==> config.mk <==
export PLATFORM = sky130hd
export DESIGN_NAME = branch_predictor_flat
export DESIGN_NICKNAME = d
export VERILOG_FILES = /design/src/rtl/branch_predictor_if.sv /design/src/rtl/branch_predictor.sv /design/src/flat_wrapper.sv
export SDC_FILE = /design/constraint.sdc
export NUM_CORES = 1
export LEC_CHECK = 0
export BUFFER_PORTS_ARGS = -buffer_cell sky130_fd_sc_hd__buf_2
export CAP_MARGIN = 20
export CORE_AREA = 4 4 243 245
export CTS_BUF_LIST = sky130_fd_sc_hd__clkbuf_4
export DETAILED_ROUTE_END_ITERATION = 10
export DIE_AREA = 0 0 247 249
export PLACE_DENSITY_LB_ADDON = 0.2
export SYNTH_ARGS = -nofsm -noshare
export SYNTH_HDL_FRONTEND = slang
export SYNTH_SLANG_ARGS = --single-unit
==> constraint.sdc <==
create_clock -name clk -period 3.65 [get_ports clk]
set_input_delay 0.365 -clock clk [delete_from_list [all_inputs] [get_ports clk]]
set_output_delay 0.365 -clock clk [all_outputs]
set_load 0.01 [all_outputs]
==> src/rtl/branch_predictor_if.sv <==
// Fetch-side lookup and EX-side training signals of the branch target buffer.
// The master drives the fetch PC and resolved branches; the slave is the predictor.
interface branch_predictor_if #(
  parameter int ADDR_W = 16,
  parameter int CNT_W  = 16
);
  logic [ADDR_W-1:0] if_pc;
  logic              pred_hit;
  logic              pred_taken;
  logic [ADDR_W-1:0] pred_next_pc;
  logic              upd_valid;
  logic [ADDR_W-1:0] upd_pc;
  logic              upd_taken;
  logic [ADDR_W-1:0] upd_target;
  logic              upd_mispredict;
  logic              clear;
  logic [CNT_W-1:0]  mispredict_cnt;

  modport master (
    output if_pc, upd_valid, upd_pc, upd_taken, upd_target, upd_mispredict, clear,
    input  pred_hit, pred_taken, pred_next_pc, mispredict_cnt
  );

  modport slave (
    input  if_pc, upd_valid, upd_pc, upd_taken, upd_target, upd_mispredict, clear,
    output pred_hit, pred_taken, pred_next_pc, mispredict_cnt
  );
endinterface

==> src/rtl/branch_predictor.sv <==
// Direct-mapped branch target buffer with 2-bit saturating direction counters,
// combinational IF-stage lookup, EX-stage training and a saturating mispredict counter.
module branch_predictor #(
  parameter int ADDR_W  = 16,
  parameter int ENTRIES = 16,
  parameter int CNT_W   = 16
) (
  input  logic                clk,
  input  logic                rst_n,
  branch_predictor_if.slave   bus
);
  localparam int IDX_W = $clog2(ENTRIES);
  localparam int TAG_W = ADDR_W - IDX_W - 1;

  logic [ENTRIES-1:0] valid_q;
  logic [TAG_W-1:0]   tag_q    [ENTRIES];
  logic [ADDR_W-1:0]  target_q [ENTRIES];
  logic [1:0]         ctr_q    [ENTRIES];
  logic [CNT_W-1:0]   mispredCnt_q, mispredCnt_d;

  logic [IDX_W-1:0] lookupIdx, updIdx;
  logic [TAG_W-1:0] lookupTag, updTag;
  logic             lookupHit, lookupTaken, updHit;
  logic [1:0]       updCtr_d;
  logic             unusedPcBit0;

  // PC bit 0 is always zero for 2-byte aligned instructions.
  assign unusedPcBit0 = bus.if_pc[0] ^ bus.upd_pc[0];

  assign lookupIdx = bus.if_pc[IDX_W:1];
  assign lookupTag = bus.if_pc[ADDR_W-1:IDX_W+1];
  assign updIdx    = bus.upd_pc[IDX_W:1];
  assign updTag    = bus.upd_pc[ADDR_W-1:IDX_W+1];

  always_comb begin
    lookupHit   = valid_q[lookupIdx] && (tag_q[lookupIdx] == lookupTag);
    lookupTaken = lookupHit && ctr_q[lookupIdx][1];
    updHit      = valid_q[updIdx] && (tag_q[updIdx] == updTag);
    updCtr_d    = ctr_q[updIdx];
    if (bus.upd_taken) begin
      if (ctr_q[updIdx] != 2'b11) updCtr_d = ctr_q[updIdx] + 2'd1;
    end else begin
      if (ctr_q[updIdx] != 2'b00) updCtr_d = ctr_q[updIdx] - 2'd1;
    end
    mispredCnt_d = mispredCnt_q;
    if (bus.upd_valid && bus.upd_mispredict && (mispredCnt_q != {CNT_W{1'b1}}))
      mispredCnt_d = mispredCnt_q + CNT_W'(1);
  end

  assign bus.pred_hit       = lookupHit;
  assign bus.pred_taken     = lookupTaken;
  assign bus.pred_next_pc   = lookupTaken ? target_q[lookupIdx] : bus.if_pc + ADDR_W'(2);
  assign bus.mispredict_cnt = mispredCnt_q;

  // Clear wins over training, but the mispredict count still advances that cycle.
  always_ff @(posedge clk or negedge rst_n) begin
    if (!rst_n) begin
      valid_q      <= '0;
      mispredCnt_q <= '0;
      for (int i = 0; i < ENTRIES; i++) begin
        tag_q[i]    <= '0;
        target_q[i] <= '0;
        ctr_q[i]    <= 2'b01;
      end
    end else begin
      mispredCnt_q <= mispredCnt_d;
      if (bus.clear) begin
        valid_q <= '0;
      end else if (bus.upd_valid) begin
        if (updHit) begin
          ctr_q[updIdx] <= updCtr_d;
          if (bus.upd_taken) target_q[updIdx] <= bus.upd_target;
        end else if (bus.upd_taken) begin
          valid_q[updIdx]  <= 1'b1;
          tag_q[updIdx]    <= updTag;
          target_q[updIdx] <= bus.upd_target;
          ctr_q[updIdx]    <= 2'b10;
        end
      end
    end
  end
endmodule

==> src/flat_wrapper.sv <==
// flat-port wrapper written by rule: the top's interface ports become plain ports
module branch_predictor_flat 
#(
  parameter int ADDR_W  = 16,
  parameter int ENTRIES = 16,
  parameter int CNT_W   = 16
)
  (clk, rst_n, bus_if_pc, bus_upd_valid, bus_upd_pc, bus_upd_taken, bus_upd_target, bus_upd_mispredict, bus_clear, bus_pred_hit, bus_pred_taken, bus_pred_next_pc, bus_mispredict_cnt);
  branch_predictor_if #(.ADDR_W(ADDR_W), .CNT_W(CNT_W)) bus_i ();
  input  logic clk;
  input  logic rst_n;
  input wire logic [$bits(bus_i.if_pc)-1:0] bus_if_pc;
  input wire logic [$bits(bus_i.upd_valid)-1:0] bus_upd_valid;
  input wire logic [$bits(bus_i.upd_pc)-1:0] bus_upd_pc;
  input wire logic [$bits(bus_i.upd_taken)-1:0] bus_upd_taken;
  input wire logic [$bits(bus_i.upd_target)-1:0] bus_upd_target;
  input wire logic [$bits(bus_i.upd_mispredict)-1:0] bus_upd_mispredict;
  input wire logic [$bits(bus_i.clear)-1:0] bus_clear;
  output wire logic [$bits(bus_i.pred_hit)-1:0] bus_pred_hit;
  output wire logic [$bits(bus_i.pred_taken)-1:0] bus_pred_taken;
  output wire logic [$bits(bus_i.pred_next_pc)-1:0] bus_pred_next_pc;
  output wire logic [$bits(bus_i.mispredict_cnt)-1:0] bus_mispredict_cnt;
  assign bus_i.if_pc = bus_if_pc;
  assign bus_i.upd_valid = bus_upd_valid;
  assign bus_i.upd_pc = bus_upd_pc;
  assign bus_i.upd_taken = bus_upd_taken;
  assign bus_i.upd_target = bus_upd_target;
  assign bus_i.upd_mispredict = bus_upd_mispredict;
  assign bus_i.clear = bus_clear;
  assign bus_pred_hit = bus_i.pred_hit;
  assign bus_pred_taken = bus_i.pred_taken;
  assign bus_pred_next_pc = bus_i.pred_next_pc;
  assign bus_mispredict_cnt = bus_i.mispredict_cnt;
  branch_predictor #(.ADDR_W(ADDR_W), .ENTRIES(ENTRIES), .CNT_W(CNT_W)) u_core (.clk(clk), .rst_n(rst_n), .bus(bus_i));
endmodule
==> results of run 1 <==
==> cells by family after synthesis <==
family | after synthesis
buffers and inverters | 174
adders and majority gates | 4
and+or+nand+nor | 940
DFF | 496
AOI/OAI and AO/OA | 100
xor gates and xnor gates | 43
muxes | 471
==> flip-flops by register name, indices dropped and copies added (netlist names) <==
register	cells
u_core.bus.mispredict_cnt	16
u_core.target_q	256
u_core.ctr_q	32
u_core.tag_q	176
u_core.valid_q	16
==> placed cells by master (no fill, tap or decap), types with 4 or more instances in the layout <==
cell	count
a22oi_1	11
dlygate4sd3_1	32
inv_1	14
and3_1	7
nand4_1	20
mux2_4	15
a21o_1	17
a21oi_1	6
nand2_1	779
clkinv_1	22
inv_2	4
a22o_1	6
xnor2_1	29
diode_2	7
a21oi_2	15
nor2_2	7
clkinv_2	5
mux4_2	167
bufinv_16	6
dfstp_2	16
and2_1	4
nand3_1	22
nand2b_1	7
dfrtp_1	480
o21ai_0	9
buf_6	20
nor2_1	51
mux2i_1	76
o22ai_1	8
clkbuf_4	196
or2_2	4
nor3_1	10
a211oi_1	5
buf_2	64
mux2_2	203
nor2b_1	11
xor2_1	12
mux4_1	10
buf_4	123
buf_12	35
==> power by group through the flow <==
stage               clock network, mW  logic (mW)  registers [mW]
finish                           5.29        2.31            6.66
global route                     5.77        2.52            6.72
CTS                              5.41        2.31            6.64
detailed placement                  0        2.24            6.73
global placement                    0        2.18            6.69
floorplan                           0        1.54            6.59
==> final cells by class <==
class / count / area [um2]
Inverter: 15 / 56.30
Clock inverter: 39 / 322.8
Antenna cell: 7 / 17.52
Clock buffer: 196 / 1471
Multi-Input combinational cell: 1558 / 12320
Tap cell: 765 / 957.2
Timing Repair Buffer: 278 / 2571
Sequential cell: 496 / 12430
Fill cell: 4975 / 27000
==> layer usage <==
layer | up-vias | global-route usage, % | wire length, um
met5 | - | 0 | 0
met4 | 0 | 10.07 | 2435
met3 | 160 | 6.039 | 6355
met2 | 852 | 41.84 | 38430
met1 | 9708 | 36.15 | 33520
li1 | 8341 | - | -
==> through the flow <==
step	worst slack (ns)	std cells	hold slack, ns
5_1_grt	-1.137	3350	0.05501
4_1_cts	-1.056	3346	0.01392
3_3_place_gp	-0.3737	3072	0.4523
6_report	-0.9902	3354	0.06827
3_5_place_dp	-0.4525	3072	0.4572
2_1_floorplan	0.03166	2228	0.06941
==> worst max-delay path by stage <==
| stage | depth (start not counted) | startpoint | end | slack (ns) |
|---|---|---|---|---|
| 2_1_floorplan | 12 | bus_if_pc[1] | bus_pred_next_pc[12] | 0.03 |
| 3_3_place_gp | 14 | bus_if_pc[1] | bus_pred_next_pc[15] | -0.37 |
| 3_5_place_dp | 14 | bus_if_pc[1] | bus_pred_next_pc[6] | -0.45 |
| 4_1_cts | 12 | u_core.tag_q[12] | bus_pred_next_pc[8] | -1.06 |
| 5_1_grt | 12 | u_core.tag_q[15] | bus_pred_next_pc[10] | -1.14 |
| 6_report | 12 | u_core.tag_q[15] | bus_pred_next_pc[6] | -0.99 |
==> what timing repair did <==
item / CTS / global route
gates cloned: 1 / 1
setup endpoints to repair: 18 / 18
hold buffers: 32 / 0
pin swaps: 1 / 3
gates resized for setup: 30 / 11
hold endpoints to repair: 687 / 0
setup buffers: 6 / 1
==> worst max-delay path, stage by stage (launching register included) <==
cell	delay, ns
dfrtp_1	0.40
mux4_2	0.47
mux4_2	0.56
xor2_2	0.19
nor4_4	0.35
buf_4	0.16
nand4_1	0.07
buf_4	0.16
nor3b_4	0.19
buf_6	0.18
clkbuf_16	0.16
mux2_4	0.31
buf_6	0.12
==> impl_metrics.toml, run 1 <==
[timing]
fin_tns_setup_ns = -16.59
relSlewSlack_pct = 25.66
setup_violations = 18
rsz0062_at_grt = "yes"
fin_ws_ns = -0.9902
clock_skew_ns = 0.04166
tightest_slew_ns = 1.115
fmax_mhz = 215.5
fin_crit_sh_pct = 127.1
slew_viol_final = 0
hold_viol = 0
fin_crit_ns = 4.640

[logic_synthesis]
synthTopCellsByCount = "nand2_1, dfrtp_1, mux2_2, mux4_2, clkbuf_1"
synth.distinct_cells = 62
synth_area_um2 = 25340
synth_xor_area_share_pct = 1.486
synthAdderAreaFrac_pct = 0.1778
synth_async_sr_flop_share_pct = 100.0
synth.largest_area_cell = "dfrtp_1"
ys_seq_area_share_pct = 49.06
synth.ff_latch_count = 496
synth_top_flop_cell = "dfrtp_1"
syn-num-nets = 2284
synth_compound_area_share_pct = 2.741
yosys.area_share.simple_pct = 14.95
yosys-top-cells-area = "dfrtp_1, mux4_2, nand2_1"
synth_top_family_by_area = "multiplexers"
muxShareOfSynthArea_pct = 28.57
yosysMostFrequentCell = "nand2_1"
synth_warnings = 0
yosys.area.top_type_share_pct = 47.41
syn_avg_cell_area_um2 = 11.37
synth_edf_count = 0
netlist_instances = 2228

[setup_path]
crit_fanout = 4
r2r_cells = 10
r2r-start = "u_core.tag_q[34]"
crit_type = "register to primary output"
arrival_ns = 4.28
cp-start-kind = "register"
end_kind = "primary output"
rr_endpoint = "u_core.ctr_q[22]"
crit_required_ns = 3.28
regToRegSetupSlack_ns = 0.35

[die]
start_util_pct = 44.34
dieWidth_um = 247
coreArea_um2 = 57140
ios = 88
die_area_um2 = 61500
die_y_um = 249
rows = 88

[global_routing]
grt_pass1_wl_um = 122800
grtUsageTotal_pct = 26.57
grt_max_degree = 99
grt_pass1_vias = 19765
grt-ovfl-total = 0
antenna_found_initial = 4

[route]
wirelength_um = 80740
drt_iter0_drc = 1604
via_per_inst = 5.683
dr.pass1.iters = 5
routedWlPerCell_um = 24.07
drcViolationCount = 0
ant_nets = 0
vias = 19061

[clock_tree]
cts_sinks = 496
cts.htree.levels = 4
cts_tree = "done"
clk_path_buf_depth = 3
numCtsBuffers = 137
cts-root-buf = "clkbuf_4"
clk_latency_ns = 0.97
clkTransAtPathRegs_ns = 0.07

[place]
dpl.hpwl_um = 51400
port_buffers = 86
gp_congestion = 0.8781
place_area_um2 = 27710

[outcome]
status = "finished, violations left"
violations = "setup timing"

[final_layout]
final_core_util_pct = 52.76
syn_to_final_growth_pct = 18.99
design_area_um2 = 30150
nets = 2542
drive_gt1_share_pct = 34.78

[power_and_ir_drop]
leakagePower_nw = 14.88
switching_share_pct = 27.82
peakVddDrop_v = 0.0002874
internal_power_mw = 10.29
power_switching_mw = 3.968
power_density_nw_per_um2 = 473.0
seq_power_share_pct = 46.7
total_power_mw = 14.26
clkPwrFrac_pct = 37.1
combPwrFrac_pct = 16.2

[hold_path]
hp-class = "input pin to async pin"

[job]
drv_cap = 0
No activity file was read; power rests on OpenSTA's default activity.
==> run 2: changes to the inputs <==
Settings changed: CELL_PAD_IN_SITES_DETAIL_PLACEMENT set to 1, CELL_PAD_IN_SITES_GLOBAL_PLACEMENT set to 2, CORE_AREA 4 4 243 245 to 4 4 257 259, DIE_AREA 0 0 247 249 to 0 0 261 263.
==> impl_metrics.toml, run 2 (synthesized netlist as in run 1, its figures left out) <==
[route]
vias = 19511
drt_iter0_drc = 1160
ant_nets = 0
dr.pass1.iters = 5
via_per_inst = 5.628
drcViolationCount = 0
wirelength_um = 90640
routedWlPerCell_um = 26.14

[setup_path]
r2r_cells = 9
r2r-start = "u_core.tag_q[89]"
crit_type = "register to primary output"
cp-start-kind = "register"
crit_path_start = "u_core.tag_q[158]"
arrival_ns = 4.16
crit_fanout = 7
regToRegSetupSlack_ns = 0.30
cp-endpoint = "bus_pred_next_pc[14]"
rr_endpoint = "u_core.ctr_q[23]"
crit_required_ns = 3.28
end_kind = "primary output"

[clock_tree]
cts.htree.levels = 4
cts_tree = "done"
numCtsBuffers = 145
clkTransAtPathRegs_ns = 0.07
clk_latency_ns = 0.98
clk_path_buf_depth = 3
cts-root-buf = "clkbuf_4"
cts_sinks = 496

[die]
coreArea_um2 = 63880
ios = 88
rows = 93
die_area_um2 = 68640
dieWidth_um = 261
start_util_pct = 39.66
die_y_um = 263

[outcome]
status = "finished, violations left"
violations = "setup timing"

[final_layout]
reg.largest.list = "u_core.target_q x256, u_core.tag_q x176, u_core.ctr_q x32"
drive_gt1_share_pct = 35.51
largest_reg_flops = 256
multiInputGateArea_um2 = 12310
final_common_cell = "nand2_1"
ff_latch_area_um2 = 12430
final_cell_mix = "nand2_1, dfrtp_1, clkbuf_4"
syn_to_final_growth_pct = 20.02
regMostFlops = "u_core.target_q"
nets = 2568
nFillCells = 6820

[job]
drv_cap = 0

[timing]
holdWs_ns = 0.09958
clock_skew_ns = 0.05579
fmax_mhz = 221.2
fin_crit_ns = 4.521
setup_violations = 18
fin_crit_sh_pct = 123.9
fin_ws_ns = -0.8714
tightest_slew_ns = 0.7792
rsz0062_at_grt = "yes"
slew_viol_final = 0
hold_viol = 0
relSlewSlack_pct = 47.93

[power_and_ir_drop]
power_density_nw_per_um2 = 474.1
internal_power_mw = 10.30
peakVddDrop_v = 0.0002824
leakagePower_nw = 14.99
clkPwrFrac_pct = 37.5
seq_power_share_pct = 46.2
combPwrFrac_pct = 16.3
power_switching_mw = 4.121
switching_share_pct = 28.58

[global_routing]
antenna_found_initial = 3
grtUsageTotal_pct = 26.80
grt_max_degree = 88
grt_pass1_wl_um = 136900
grt_pass1_vias = 21373
grt-ovfl-total = 0

[place]
post-place-ws_ns = -0.1908
dpl.hpwl_um = 58000
gp_congestion = 0.8354
port_buffers = 86

[hold_path]
hp-class = "input pin to register"
## run 2: worst min path at each step
stage / from / to / slack, ns / cells after the start
final: bus_upd_valid / u_core.ctr_q[16] / 0.1 / 5
after global routing: bus_upd_valid / u_core.ctr_q[30] / 0.09 / 5
after CTS: bus_upd_valid / u_core.ctr_q[16] / 0.01 / 5
after detailed placement: rst_n / u_core.target_q[116] / 0.42 / 1
after global placement: rst_n / u_core.target_q[116] / 0.41 / 1
after floorplan: rst_n / u_core.bus.mispredict_cnt[0] / 0.07 / 0
## run 2: final cells by class
class,instances,share of cell area (%)
sequential,496,40.88
multi-input combinational,1558,40.48
timing repair buffer,296,8.957
clock buffer,209,5.159
tap,855,3.518
clock inverter,34,0.7899
inverter,15,0.1851
antenna,4,0.03291
## run 2: what timing repair did
action	4_1_cts	5_1_grt
endpoints found under the hold margin	850	0
pin swaps	3	2
hold buffers	34	0
setup endpoints to repair	18	18
resized for setup	35	2
buffers inserted	2	0
## run 2: routing by layer
layer	vias to the layer above	GRT usage [%]	routed length, um
li1	8405	-	-
met2	640	43.39	43750
met5	-	0	13
met1	10256	35.11	37970
met4	2	10.89	3518
met3	208	5.907	5386
## run 2: through the flow
step / std cells / utilization (%) / power, mW / TNS, ns / area, um2
after floorplan: 2228 / - / 8.128 / 0 / 25340
after global placement: 3184 / 43.90 / 8.928 / -12.64 / 28040
after detailed placement: 3184 / 43.90 / 9.056 / -13.94 / 28040
after CTS: 3463 / 47.58 / 14.64 / -16.74 / 30400
after global routing: 3466 / 47.60 / 15.22 / -17.53 / 30410
final: 3467 / 47.61 / 14.42 / -14.69 / 30410
## run 2: power groups by stage
| stage | Sequential (mW) | Combinational, mW | Clock, mW |
|---|---|---|---|
| 6_report | 6.66 | 2.35 | 5.40 |
| 5_1_grt | 6.74 | 2.57 | 5.90 |
| 4_1_cts | 6.65 | 2.38 | 5.61 |
| 3_5_place_dp | 6.75 | 2.31 | 0 |
| 3_3_place_gp | 6.69 | 2.23 | 0 |
| 2_1_floorplan | 6.59 | 1.54 | 0 |
## run 2: critical path: stages (launching register included)
cell and delay (ns):
dfrtp_1 0.42, mux4_2 0.50, mux4_2 0.48, xor2_1 0.17
nor4_1 0.23, buf_4 0.17, nand4_1 0.21, nor3b_4 0.35
buf_6 0.21, mux2_4 0.32, buf_6 0.12
